**src/rtl/riscv_pipe_ctrl.sv**
```systemverilog
// Pipeline control for a RISC-V style in-order pipeline: load-use stalls, memory-wait stalls
// with timeout, ID redirect flushes and per-stage valid tracking.
// Optional performance counters are built only with RISCV_PIPE_CTRL_PERF_EN defined.
module riscv_pipe_ctrl #(
    parameter int unsigned STAGES = 5,
    parameter int unsigned RAW    = 5,
    parameter int unsigned MEM_TO = 15
) (
    input  logic              CLK,
    input  logic              RST,
    input  logic              EN,
    input  logic              fetch_valid,
    input  logic [RAW-1:0]    id_rs1,
    input  logic [RAW-1:0]    id_rs2,
    input  logic              id_use_rs1,
    input  logic              id_use_rs2,
    input  logic              id_redirect,
    input  logic              ex_memread,
    input  logic [RAW-1:0]    ex_rd,
    input  logic              mem_req,
    input  logic              mem_ready,
    output logic              pc_en,
    output logic [STAGES-1:0] stage_en,
    output logic [STAGES-1:0] stage_valid,
    output logic              bubble,
    output logic [1:0]        state,
    output logic              mem_timeout,
    output logic [31:0]       stall_cnt,
    output logic [31:0]       flush_cnt
);

    typedef enum logic [1:0] {
        StRun     = 2'd0,
        StLuStall = 2'd1,
        StMemWait = 2'd2,
        StErr     = 2'd3
    } state_e;

    state_e            state_q, state_d;
    logic [STAGES-1:0] valid_q, valid_d;
    logic [7:0]        wait_q, wait_d;
    logic              timeout_q, timeout_d;
    logic [8:0]        wait_inc;
    logic              active, lu_hazard, mem_wait, redirect_flush;

    // Outputs are forced quiet while reset is asserted, not just after it.
    assign active    = EN & ~RST & (state_q != StErr);
    assign lu_hazard = EN & valid_q[0] & valid_q[1] & ex_memread & (ex_rd != '0) &
                       ((id_use_rs1 & (id_rs1 == ex_rd)) | (id_use_rs2 & (id_rs2 == ex_rd)));
    assign mem_wait  = EN & valid_q[2] & mem_req & ~mem_ready;
    assign redirect_flush = id_redirect & valid_q[0];
    assign wait_inc  = {1'b0, wait_q} + 9'd1;

    always_comb begin
        pc_en     = 1'b0;
        stage_en  = '0;
        bubble    = 1'b0;
        valid_d   = valid_q;
        state_d   = state_q;
        wait_d    = wait_q;
        timeout_d = timeout_q;
        if (active) begin
            if (mem_wait) begin
                wait_d  = wait_inc[7:0];
                state_d = StMemWait;
                if (wait_inc >= 9'(MEM_TO)) begin
                    state_d   = StErr;
                    timeout_d = 1'b1;
                end
            end else if (lu_hazard) begin
                // Hold IF/ID, drain the rest and squash the ID/EX slot; a coincident
                // redirect is dropped here and seen again once the stall clears.
                wait_d   = '0;
                stage_en = {{(STAGES-1){1'b1}}, 1'b0};
                bubble   = 1'b1;
                valid_d  = {valid_q[STAGES-2:1], 1'b0, valid_q[0]};
                state_d  = StLuStall;
            end else begin
                wait_d   = '0;
                pc_en    = 1'b1;
                stage_en = '1;
                valid_d  = {valid_q[STAGES-2:0], fetch_valid & ~redirect_flush};
                state_d  = StRun;
            end
        end
    end

    always_ff @(posedge CLK or posedge RST) begin
        if (RST) begin
            state_q   <= StRun;
            valid_q   <= '0;
            wait_q    <= '0;
            timeout_q <= 1'b0;
        end else begin
            state_q   <= state_d;
            valid_q   <= valid_d;
            wait_q    <= wait_d;
            timeout_q <= timeout_d;
        end
    end

    assign stage_valid = valid_q;
    assign state       = state_q;
    assign mem_timeout = timeout_q;

`ifdef RISCV_PIPE_CTRL_PERF_EN
    logic        stall_evt, flush_evt;
    logic [31:0] stall_cnt_q, stall_cnt_d, flush_cnt_q, flush_cnt_d;

    assign stall_evt = active & (mem_wait | lu_hazard);
    assign flush_evt = active & ~mem_wait & ~lu_hazard & redirect_flush;

    always_comb begin
        stall_cnt_d = stall_cnt_q;
        flush_cnt_d = flush_cnt_q;
        if (stall_evt && (stall_cnt_q != '1)) stall_cnt_d = stall_cnt_q + 32'd1;
        if (flush_evt && (flush_cnt_q != '1)) flush_cnt_d = flush_cnt_q + 32'd1;
    end

    always_ff @(posedge CLK or posedge RST) begin
        if (RST) begin
            stall_cnt_q <= '0;
            flush_cnt_q <= '0;
        end else begin
            stall_cnt_q <= stall_cnt_d;
            flush_cnt_q <= flush_cnt_d;
        end
    end

    assign stall_cnt = stall_cnt_q;
    assign flush_cnt = flush_cnt_q;
`else
    assign stall_cnt = '0;
    assign flush_cnt = '0;
`endif

endmodule

```
**config.mk**
```make
export PLATFORM = sky130hd
export DESIGN_NAME = riscv_pipe_ctrl
export DESIGN_NICKNAME = d
export VERILOG_FILES = /design/src/rtl/riscv_pipe_ctrl.sv
export SDC_FILE = /design/constraint.sdc
export NUM_CORES = 1
export LEC_CHECK = 0
export CORE_ASPECT_RATIO = 1.4
export CORE_UTILIZATION = 39
export DETAILED_ROUTE_END_ITERATION = 8
export GPL_ROUTABILITY_DRIVEN = 1
export GPL_TIMING_DRIVEN = 1
export PLACE_DENSITY = 0.95
export SYNTH_ARGS = -nofsm -noshare
export SYNTH_HDL_FRONTEND = slang
export SYNTH_SLANG_ARGS = --single-unit
```
**constraint.sdc**
```tcl
create_clock -name CLK -period 4.1 [get_ports CLK]
set_input_delay 0.41 -clock CLK [delete_from_list [all_inputs] [get_ports CLK]]
set_output_delay 0.41 -clock CLK [all_outputs]
set_load 0.05 [all_outputs]
```
==> results.txt <==
Simple-gate share of the synthesized area -> 0.1749
Row cnt -> 26
Port-buffer cells -> 39
Final worst-path cycle share -> 0.7725
HPWL after DPL -> 2351 µm
Slew HR -> 0.6584
Syn Std Cell Area -> 0.001545 mm²
CP Launch Point -> ex_rd[3]
Adder-Cell Fraction of Synth Area -> 0.01619
Drt via density -> 4.645
Final-report max-slew violation count -> 0
Routed WL -> 2967 µm
Post-route worst setup slack -> 0.9326 ns
Largest net degree at the start of global routing -> 19
Clk root buf -> clkbuf_8
LEAKAGE -> 0.8616 nW
1st-iter DRT viols -> 38
Sequential element share of the synthesized area -> 0.2591
Detailed-route via count -> 1231
First-pass GRT wire length -> 4747 µm
Clk_lat worst skew -> 0.25 ns
Final setup fails -> 0
DRT Pass-1 Iters -> 4
Critical path class -> in2out
CTS Buf Count -> 3
Number of synthesized flops with an enable pin -> 0
Worst min path class -> in2async
WP data required -> 3.69 ns
Worst r2r src -> wait_q[0]
Ys async rst share -> 1.000
Number of synthesized register bits -> 16
Placed instance area -> 0.001704 mm²
Initial Util -> 0.4167
Max-cap violations -> 0
Clock Skew -> 0.001939 ns
CTS resizes -> 0
Post-synthesis mux area share -> 0.02267
Storage cell area -> 400.4 µm²
# IOs -> 104
Power density over the cells -> 331.2 mW/mm²
Multi-input logic area -> 842.1 µm²
CTS sink count -> 16
CTS H-tree lvls -> 1
# diodes -> 0
Total power -> 0.0005826 W
CP Launch Type -> input pin
Setup bufs post-CTS -> 0
Dpl ws -> 0.8977 ns
Fin area -> 0.001759 mm²
Crit path arrival time -> 2.76 ns
Grt total ovfl -> 0
Layout cells sized above 1 -> 0.05381
TritonCTS clock tree -> done
R2r endpoint -> state[0]
Die area -> 0.004221 mm²
Crit Path Max Fanout -> 4
Fin crit period -> 3.167 ns
Area fraction in compound gates after synthesis -> 0.1190
Nets@finish -> 251
Initial antenna violation count -> 0
Final ANT Viol Nets -> 0
Post-synth top flop -> dfrtp_1
Largest family of logic cells by synthesized area -> buffers and inverters
F_max -> 315.7 MHz
Yosys cell types -> 40
Clk buf depth -> 2
XOR/XNOR Fraction of Synth Area -> 0.05668
Gr usage total -> 0.1412
Setup TNS -> 0 ns
WL/cell -> 11.20 µm
Slew @ Worst Pin -> 0.5108 ns
Unrepaired setup endpoints after global routing -> no
Residual DRC count -> 0
Number of global-route vias before repair -> 1093
Worst setup path end -> pc_en
Cells after Synth -> 188
Cells on worst reg2reg path -> 6
YS warnings -> 0
VDD IR max -> 226.9 µV
Setup slack, reg-to-reg -> 2.04 ns
Post-Route Hold Slack -> 0.4684 ns
CTS clk-pin slew, worst paths -> 0.06 ns
Die H -> 76.48 µm
Die Wd -> 55.20 µm
Post-CTS Hold Fix Bufs -> 0
Layout fillers -> 345
Synth Area per Inst -> 8.219 µm²
GPL Wtd Cong -> 0.7778
Core area -> 0.003709 mm²
Crit path capture type -> output port
Area Overhead vs Synth -> 13.85%
Status -> finished clean
Final Hold Violating Endpoints -> 0
[metal layers]
layer,global-route usage,share of wire,wire [µm]
met5,0,0,0
met1,0.1325,0.32,940
met4,0.1100,0.050,148
met3,0.02037,0.077,229
met2,0.2651,0.56,1649
[registers in the layout, summed over array words and instances (netlist names)]
signal,cells
stage_valid,5
mem_timeout,1
wait_q,8
state,2
[worst min path at each step]
stage / start / end / cells past startpoint
global placement: mem_timeout / mem_timeout / 1
detailed placement: mem_timeout / mem_timeout / 1
finish: RST / stage_valid[0] / 3
floorplan: RST / mem_timeout / 1
global route: RST / stage_valid[4] / 3
CTS: RST / stage_valid[4] / 3
[worst max-delay path, cell delays in order]
cell and delay, ns:
clkdlybuf4s50_1 0.54, xor2_1 0.21, nor4_1 0.08, and3_1 0.17, o21ai_0 0.34, and2_1 0.20, clkdlybuf4s50_1 0.80
[report_power, final]
group | internal [W] | switching (W) | total, W
Clock | 0.0000853 | 0.0000557 | 0.000141
Sequential | 0.000168 | 0.0000109 | 0.000179
Combinational | 0.0000560 | 0.000207 | 0.000263
Total | 0.000309 | 0.000273 | 0.000583
[layout make-up]
| class | instances | share of cell area |
|---|---|---|
| clock buffer | 4 | 0.03129 |
| timing repair buffer | 40 | 0.2262 |
| tap | 42 | 0.02987 |
| multi-input combinational | 160 | 0.4787 |
| inverter | 3 | 0.006401 |
| sequential | 16 | 0.2276 |
[cell usage in the layout, fill, tap and decap left out, types with 2 or more instances in the layout]
cell,instances
nand3_1,8
and2_1,2
conb_1,64
clkbuf_8,4
inv_1,3
mux2i_1,2
o31ai_1,3
o21ai_0,11
nor4_1,2
nand2_1,20
xnor2_1,2
nor2_1,10
ha_1,2
and3_1,2
o21bai_1,2
nand4_1,2
clkdlybuf4s50_1,39
a211oi_1,2
xor2_1,8
dfrtp_1,16
[synth_stat cells (2+ instances only)]
cell type / n / area share
buf_4: 68 / 0.33
nand2_1: 20 / 0.049
dfrtp_1: 16 / 0.26
o21ai_0: 11 / 0.036
nor2_1: 10 / 0.024
nand3_1: 8 / 0.026
xor2_1: 8 / 0.045
inv_1: 3 / 0.0073
o31ai_1: 3 / 0.015
a211oi_1: 2 / 0.0097
and2_1: 2 / 0.0081
and3_1: 2 / 0.0081
clkbuf_1: 2 / 0.0049
ha_1: 2 / 0.016
mux2i_1: 2 / 0.013
nand4_1: 2 / 0.0081
nor4_1: 2 / 0.0081
o21bai_1: 2 / 0.0097
xnor2_1: 2 / 0.011
[cells by family after synthesis]
kind of cell               Yosys count
buffers and inverters               75
and+or+nand+nor                     54
AOI/OAI and AO/OA                   27
DFF                                 16
xor gates and xnor gates            10
muxes                                3
adders and majority gates            2
other                                1
[through the flow]
step	instances	utilization
after floorplan	251	-
after global placement	261	0.4595
after detailed placement	261	0.4595
after CTS	265	0.4744
after global routing	265	0.4744
final	265	0.4744
Power figures use the tool's default switching activity.
